`src/rtl/keypad_pkg.sv`:
```
// Shared types and helpers for the keypad event queue: key code type,
// lowest-priority-bit selection and one-hot to code encoding.
package keypad_pkg;

  typedef logic [3:0] key_code_t;

  localparam int KEY_COUNT = 16;

  // Isolates the lowest-index set bit (two's-complement trick).
  function automatic logic [15:0] lowest_set(input logic [15:0] v);
    return v & (~v + 16'd1);
  endfunction

  function automatic key_code_t encode16(input logic [15:0] onehot);
    key_code_t c;
    c = '0;
    for (int i = 0; i < KEY_COUNT; i++) begin
      if (onehot[i]) c = c | key_code_t'(i);
    end
    return c;
  endfunction

endpackage

```
`src/rtl/keypad_fifo.sv`:
```
// Small event FIFO with registered head outputs; head reads 0 when empty.
// Handshake: an entry leaves when valid && pop; pop while valid is low is ignored.
module keypad_fifo
  import keypad_pkg::*;
#(
  parameter int DEPTH = 4
) (
  input  logic                       Clock,
  input  logic                       Reset,
  input  logic                       push,
  input  logic [3:0]                 data_in,
  input  logic                       pop,
  output logic                       valid,
  output logic [3:0]                 head,
  output logic [$clog2(DEPTH):0]     count
);

  localparam int AW = $clog2(DEPTH);
  localparam int CW = AW + 1;

  key_code_t       mem [DEPTH];
  logic [AW-1:0]   wr_ptr;
  logic [AW-1:0]   rd_ptr;
  logic [AW-1:0]   rd_ptr_nxt;
  logic [CW-1:0]   count_nxt;
  logic            pop_eff;
  key_code_t       head_nxt;

  assign pop_eff    = pop & valid;
  assign rd_ptr_nxt = rd_ptr + AW'(pop_eff);
  assign count_nxt  = count + CW'(push) - CW'(pop_eff);

  // The next head may be the entry being written this very cycle.
  always_comb begin
    head_nxt = '0;
    if (count_nxt != '0) begin
      if (push && (rd_ptr_nxt == wr_ptr)) head_nxt = data_in;
      else                                head_nxt = mem[rd_ptr_nxt];
    end
  end

  always_ff @(posedge Clock) begin
    if (push) mem[wr_ptr] <= data_in;
  end

  always_ff @(posedge Clock or negedge Reset) begin
    if (!Reset) begin
      wr_ptr <= '0;
      rd_ptr <= '0;
      count  <= '0;
      valid  <= 1'b0;
      head   <= '0;
    end else begin
      if (push) wr_ptr <= wr_ptr + AW'(1);
      rd_ptr <= rd_ptr_nxt;
      count  <= count_nxt;
      valid  <= (count_nxt != '0);
      head   <= head_nxt;
    end
  end

endmodule

```
`src/rtl/keypad_event_queue.sv`:
```
// Turns the debounced key bitmap into a queue of key-press codes.
// Optional auto-repeat is compiled in with KEYPAD_REPEAT_EN.
module keypad_event_queue
  import keypad_pkg::*;
#(
  parameter int DEPTH        = 4,
  parameter int REPEAT_DELAY = 50000000,
  parameter int REPEAT_RATE  = 10000000
) (
  input  logic        Clock,
  input  logic        Reset,
  input  logic [15:0] keys,
  output logic        valid,
  output logic [3:0]  code,
  input  logic        ready,
  output logic        overflow,
  input  logic        clr_ovf
);

  localparam int CW = $clog2(DEPTH) + 1;

  logic [15:0]   prev;
  logic [15:0]   pending;
  logic [15:0]   rise;
  logic [15:0]   rep_bits;
  logic [15:0]   set_bits;
  logic [15:0]   grant;
  logic [CW-1:0] count;
  logic          pop;
  logic          can_accept;
  logic          push;
  logic          merge;

  assign pop        = valid & ready;
  assign can_accept = (count != CW'(DEPTH)) || pop;
  assign grant      = can_accept ? lowest_set(pending) : '0;
  assign push       = |grant;
  assign rise       = keys & ~prev;
  assign set_bits   = rise | rep_bits;
  assign merge      = |(set_bits & pending);

`ifdef KEYPAD_REPEAT_EN
  logic [31:0] rep_cnt;
  logic        rep_first;
  logic        hold;
  logic        rep_fire;

  // A single key held steady; any change or chord restarts the timer.
  assign hold     = (keys != '0) && (keys == prev) && ((keys & (keys - 16'd1)) == '0);
  assign rep_fire = hold && (rep_cnt == (rep_first ? 32'(REPEAT_DELAY - 1)
                                                   : 32'(REPEAT_RATE - 1)));
  assign rep_bits = rep_fire ? keys : '0;

  always_ff @(posedge Clock or negedge Reset) begin
    if (!Reset) begin
      rep_cnt   <= '0;
      rep_first <= 1'b1;
    end else if (!hold) begin
      rep_cnt   <= '0;
      rep_first <= 1'b1;
    end else if (rep_fire) begin
      rep_cnt   <= '0;
      rep_first <= 1'b0;
    end else begin
      rep_cnt   <= rep_cnt + 32'd1;
    end
  end
`else
  assign rep_bits = '0;
`endif

  // prev resets to all ones so keys held across reset release are not events.
  always_ff @(posedge Clock or negedge Reset) begin
    if (!Reset) begin
      prev     <= '1;
      pending  <= '0;
      overflow <= 1'b0;
    end else begin
      prev    <= keys;
      pending <= (pending | set_bits) & ~grant;
      if (merge)        overflow <= 1'b1;
      else if (clr_ovf) overflow <= 1'b0;
    end
  end

  keypad_fifo #(.DEPTH(DEPTH)) u_fifo (
    .Clock   (Clock),
    .Reset   (Reset),
    .push    (push),
    .data_in (encode16(grant)),
    .pop     (pop),
    .valid   (valid),
    .head    (code),
    .count   (count)
  );

endmodule

```
`config.mk`:
```
export PLATFORM = sky130hd
export DESIGN_NAME = keypad_event_queue
export DESIGN_NICKNAME = d
export VERILOG_FILES = /design/src/rtl/keypad_pkg.sv /design/src/rtl/keypad_fifo.sv /design/src/rtl/keypad_event_queue.sv
export SDC_FILE = /design/constraint.sdc
export NUM_CORES = 1
export LEC_CHECK = 0
export CORE_ASPECT_RATIO = 1.75
export CORE_UTILIZATION = 30
export DETAILED_ROUTE_END_ITERATION = 16
export HOLD_SLACK_MARGIN = 0.03
export PLACE_DENSITY_LB_ADDON = 0.08
export RECOVER_POWER = 100
export SLEW_MARGIN = 20
export SYNTH_ARGS = -nofsm -noshare
export SYNTH_HDL_FRONTEND = slang
export SYNTH_HIERARCHICAL = 1
export SYNTH_SLANG_ARGS = --single-unit
export TNS_END_PERCENT = 20
```
`constraint.sdc`:
```
create_clock -name Clock -period 4.8 [get_ports Clock]
set_clock_uncertainty 0.2 [all_clocks]
set_input_delay 0.96 -clock Clock [delete_from_list [all_inputs] [get_ports Clock]]
set_output_delay 0.96 -clock Clock [all_outputs]
set_load 0.03 [all_outputs]
```
==> out/metrics.cfg <==
[final_layout]
nets=281
antenna_cells=0
finalCoreUtilization=0.375
synthToLayoutAreaGrowth_pct=20.7
final_layout_size_suffix_gt1_frac=0.147

[job]
maxCapViolCount=1

[drt]
drt_pass1_iterations=4
dr_wl_met2_um=3500
drt_wl_total_um=6110
drt_iter0_markers=111
route.layer.met1.wl_um=2200
drc=0
final_antenna_net_count=0
vias=1834
top_layer=met4
wl_per_cell_um=16.2
met3_length_um=144
avgViaCountPerCell=4.85

[global_route]
grt_overflow=0
grt_start_max_net_pins=46
grt_usage=0.147
antenna_found_initial=0
grt_pass1_vias=1986
grt_pass1_wl_um=10000

[synthesis]
synth_cells=221
yosys.area.top_type=dfrtp_1
syn_nets=249
avgSynthCellArea_sq_um=12.8
yosysWarnings=6
synth_area_sq_mm=0.00283
synth.area.top_cells=dfrtp_1 (26%), edfxtp_1 (17%), dfstp_2 (15%)
ys_seq_area_frac=0.576
synth_top_area_share=0.257
ys.flop_type=dfrtp_1
synth_cell_types=52
synth-edff-count=16
ys_async_sr_fraction=0.738
synth-seq-cells=61

[sta]
fin_crit_ns=4.26
finalHoldViolCount=0
slew_headroom=-0.643
fin_tns_setup_ns=0
period_share=0.888
max_freq_ghz=0.235
worst_slack_ns=0.537
slew_violations=46
worst_pin_slew_ns=2.46
setup-violations-final=0
hold_ws_ns=0.348
rsz0062_at_grt=no

[pwr]
comb_power_share=0.319
vdd_drop_max_mv=0.214
leakage_nw=1.33
clock_power_share=0.271
swShare=0.336
total_power_w=0.00203
p_sw_w=0.000684
power_density_mw_per_mm2=597
p_seq_frac=0.410
power.internal_w=0.00135

[worst_setup_path]
critPathKind=in -> reg
worstReg2RegEnd=u_fifo/head[2]$_DFF_PN0_
arrival_ns=4.25
timing.rr.start=u_fifo/count[1]$_DFF_PN0_
required_ns=4.79
reg2reg_depth=14
rrSetupSlack_ns=1.20
critPathLaunchType=primary input
path_max_fanout=6
crit_path_end_kind=flop

[floorplan]
start_util=0.311
coreArea_sq_mm=0.00909
pin_count=26
die_h_um=130
die_area_sq_mm=0.00982
rows=46
fp.dieW_um=75.4

[min_path]
whs_path_depth=1
min_path_type=reg -> reg
min-delay-start=pending[15]$_DFF_PN0_
min_to=pending[15]$_DFF_PN0_

[clock_network]
cts.repair.resized=0
root_buffer=clkbuf_16
cts_buffers=9
ctsHoldBuffers=0
insertion_delay_ns=0.33
cts_setup_buffers=0
cts_tree=built
clock_sinks=61
clock_path_buffers=2
clkTransAtPathRegs_ns=0.05
h-tree-depth=3

[placement]
io_buffer_count=25
routabilityCongestion=0.847
pre_cts_slack_ns=0.216
dp_hpwl_um=4640

[status]
violations=max-capacitance violations, max-slew violations
outcome=finished with violations

-- critical path, stage by stage --
cell             delay (ns)
clkdlybuf4s50_1        0.48
a211oi_1               0.14
a211oi_2               0.45
o2111ai_1              0.28
nand3_1                0.19
inv_1                  0.06
ha_1                   0.28
inv_1                  0.06
ha_1                   0.13
inv_1                  0.04
fa_1                   0.37
xnor2_1                0.15
xnor2_1                0.14
nor3_1                 0.43
nor2_1                 0.10
-- flip-flops by register name, summed over array words and instances (netlist names) --
register	flops
pending	16
prev	16
u_fifo/mem	16
u_fifo/head	4
u_fifo/count	3
u_fifo/rd_ptr	2
u_fifo/wr_ptr	2
overflow	1
u_fifo/valid	1
-- stage by stage --
step                      area, sq um  instances
after global routing             3410        378
after floorplan                  2830        221
final                            3410        378
after detailed placement         3190        362
after global placement           3190        362
after CTS                        3440        378
-- power by group through the flow --
stage | sequential, W | clock (W) | combinational [W]
finish | 0.000835 | 0.000552 | 0.000648
global route | 0.000858 | 0.000588 | 0.000732
floorplan | 0.000838 | 0 | 0.000488
global placement | 0.000846 | 0 | 0.000674
CTS | 0.000842 | 0.000569 | 0.000684
detailed placement | 0.000849 | 0 | 0.000683
-- Yosys cell counts (6+ instances only) --
| cell | number |
|---|---|
| and2_1 | 8 |
| dfrtp_1 | 29 |
| dfstp_2 | 16 |
| edfxtp_1 | 16 |
| ha_1 | 7 |
| inv_1 | 14 |
| mux2i_1 | 8 |
| nand2_1 | 7 |
| nand2b_1 | 9 |
| nor2_1 | 13 |
| nor2b_1 | 6 |
| o21ai_1 | 8 |
-- cell type report --
type	instances	area (sq um)
Fill cell	945	5680
Sequential cell	61	1630
Multi-Input combinational cell	140	1070
Timing Repair Buffer	27	253
Clock buffer	12	236
Tap cell	120	150
Inverter	14	52.6
Clock inverter	4	16.3
-- worst max-delay path by stage --
stage / start / to / slack [ns]
3_5_place_dp: ready / u_fifo/head[0]$_DFF_PN0_ / 0.22
6_report: ready / u_fifo/head[2]$_DFF_PN0_ / 0.54
2_1_floorplan: ready / u_fifo/head[0]$_DFF_PN0_ / 0.90
5_1_grt: ready / u_fifo/head[0]$_DFF_PN0_ / 0.14
3_3_place_gp: ready / u_fifo/head[3]$_DFF_PN0_ / 0.36
4_1_cts: ready / u_fifo/head[0]$_DFF_PN0_ / 0.56
-- metal layers --
metal / track usage / vias up
li1: - / 868
met3: 0.0345 / 16
met2: 0.263 / 32
met1: 0.143 / 918
met5: 0 / -
met4: 0.102 / 0
-- placed cells by master (no fill, tap or decap), types with 7 or more instances in the layout --
master | netlist | routed
dfrtp_1 | 29 | 29
dlygate4sd3_1 | 0 | 22
dfstp_2 | 16 | 16
edfxtp_1 | 16 | 16
inv_1 | 14 | 14
nor2_1 | 13 | 13
nand2b_1 | 9 | 9
clkbuf_16 | 0 | 9
mux2i_1 | 8 | 8
nand2_1 | 7 | 7
and2_0 | 0 | 7
ha_1 | 7 | 7
-- cells by family after synthesis --
logic type,count (synthesis),synth area share
multiplexers,12,0.0602
AND/OR/NAND/NOR,78,0.172
XOR/XNOR,6,0.0261
buffers and inverters,20,0.0341
AO/OA/AOI/OAI,36,0.0935
adder cells (fa/ha/maj),8,0.0381
flip-flops,61,0.576
Power figures use the tool's default switching activity.
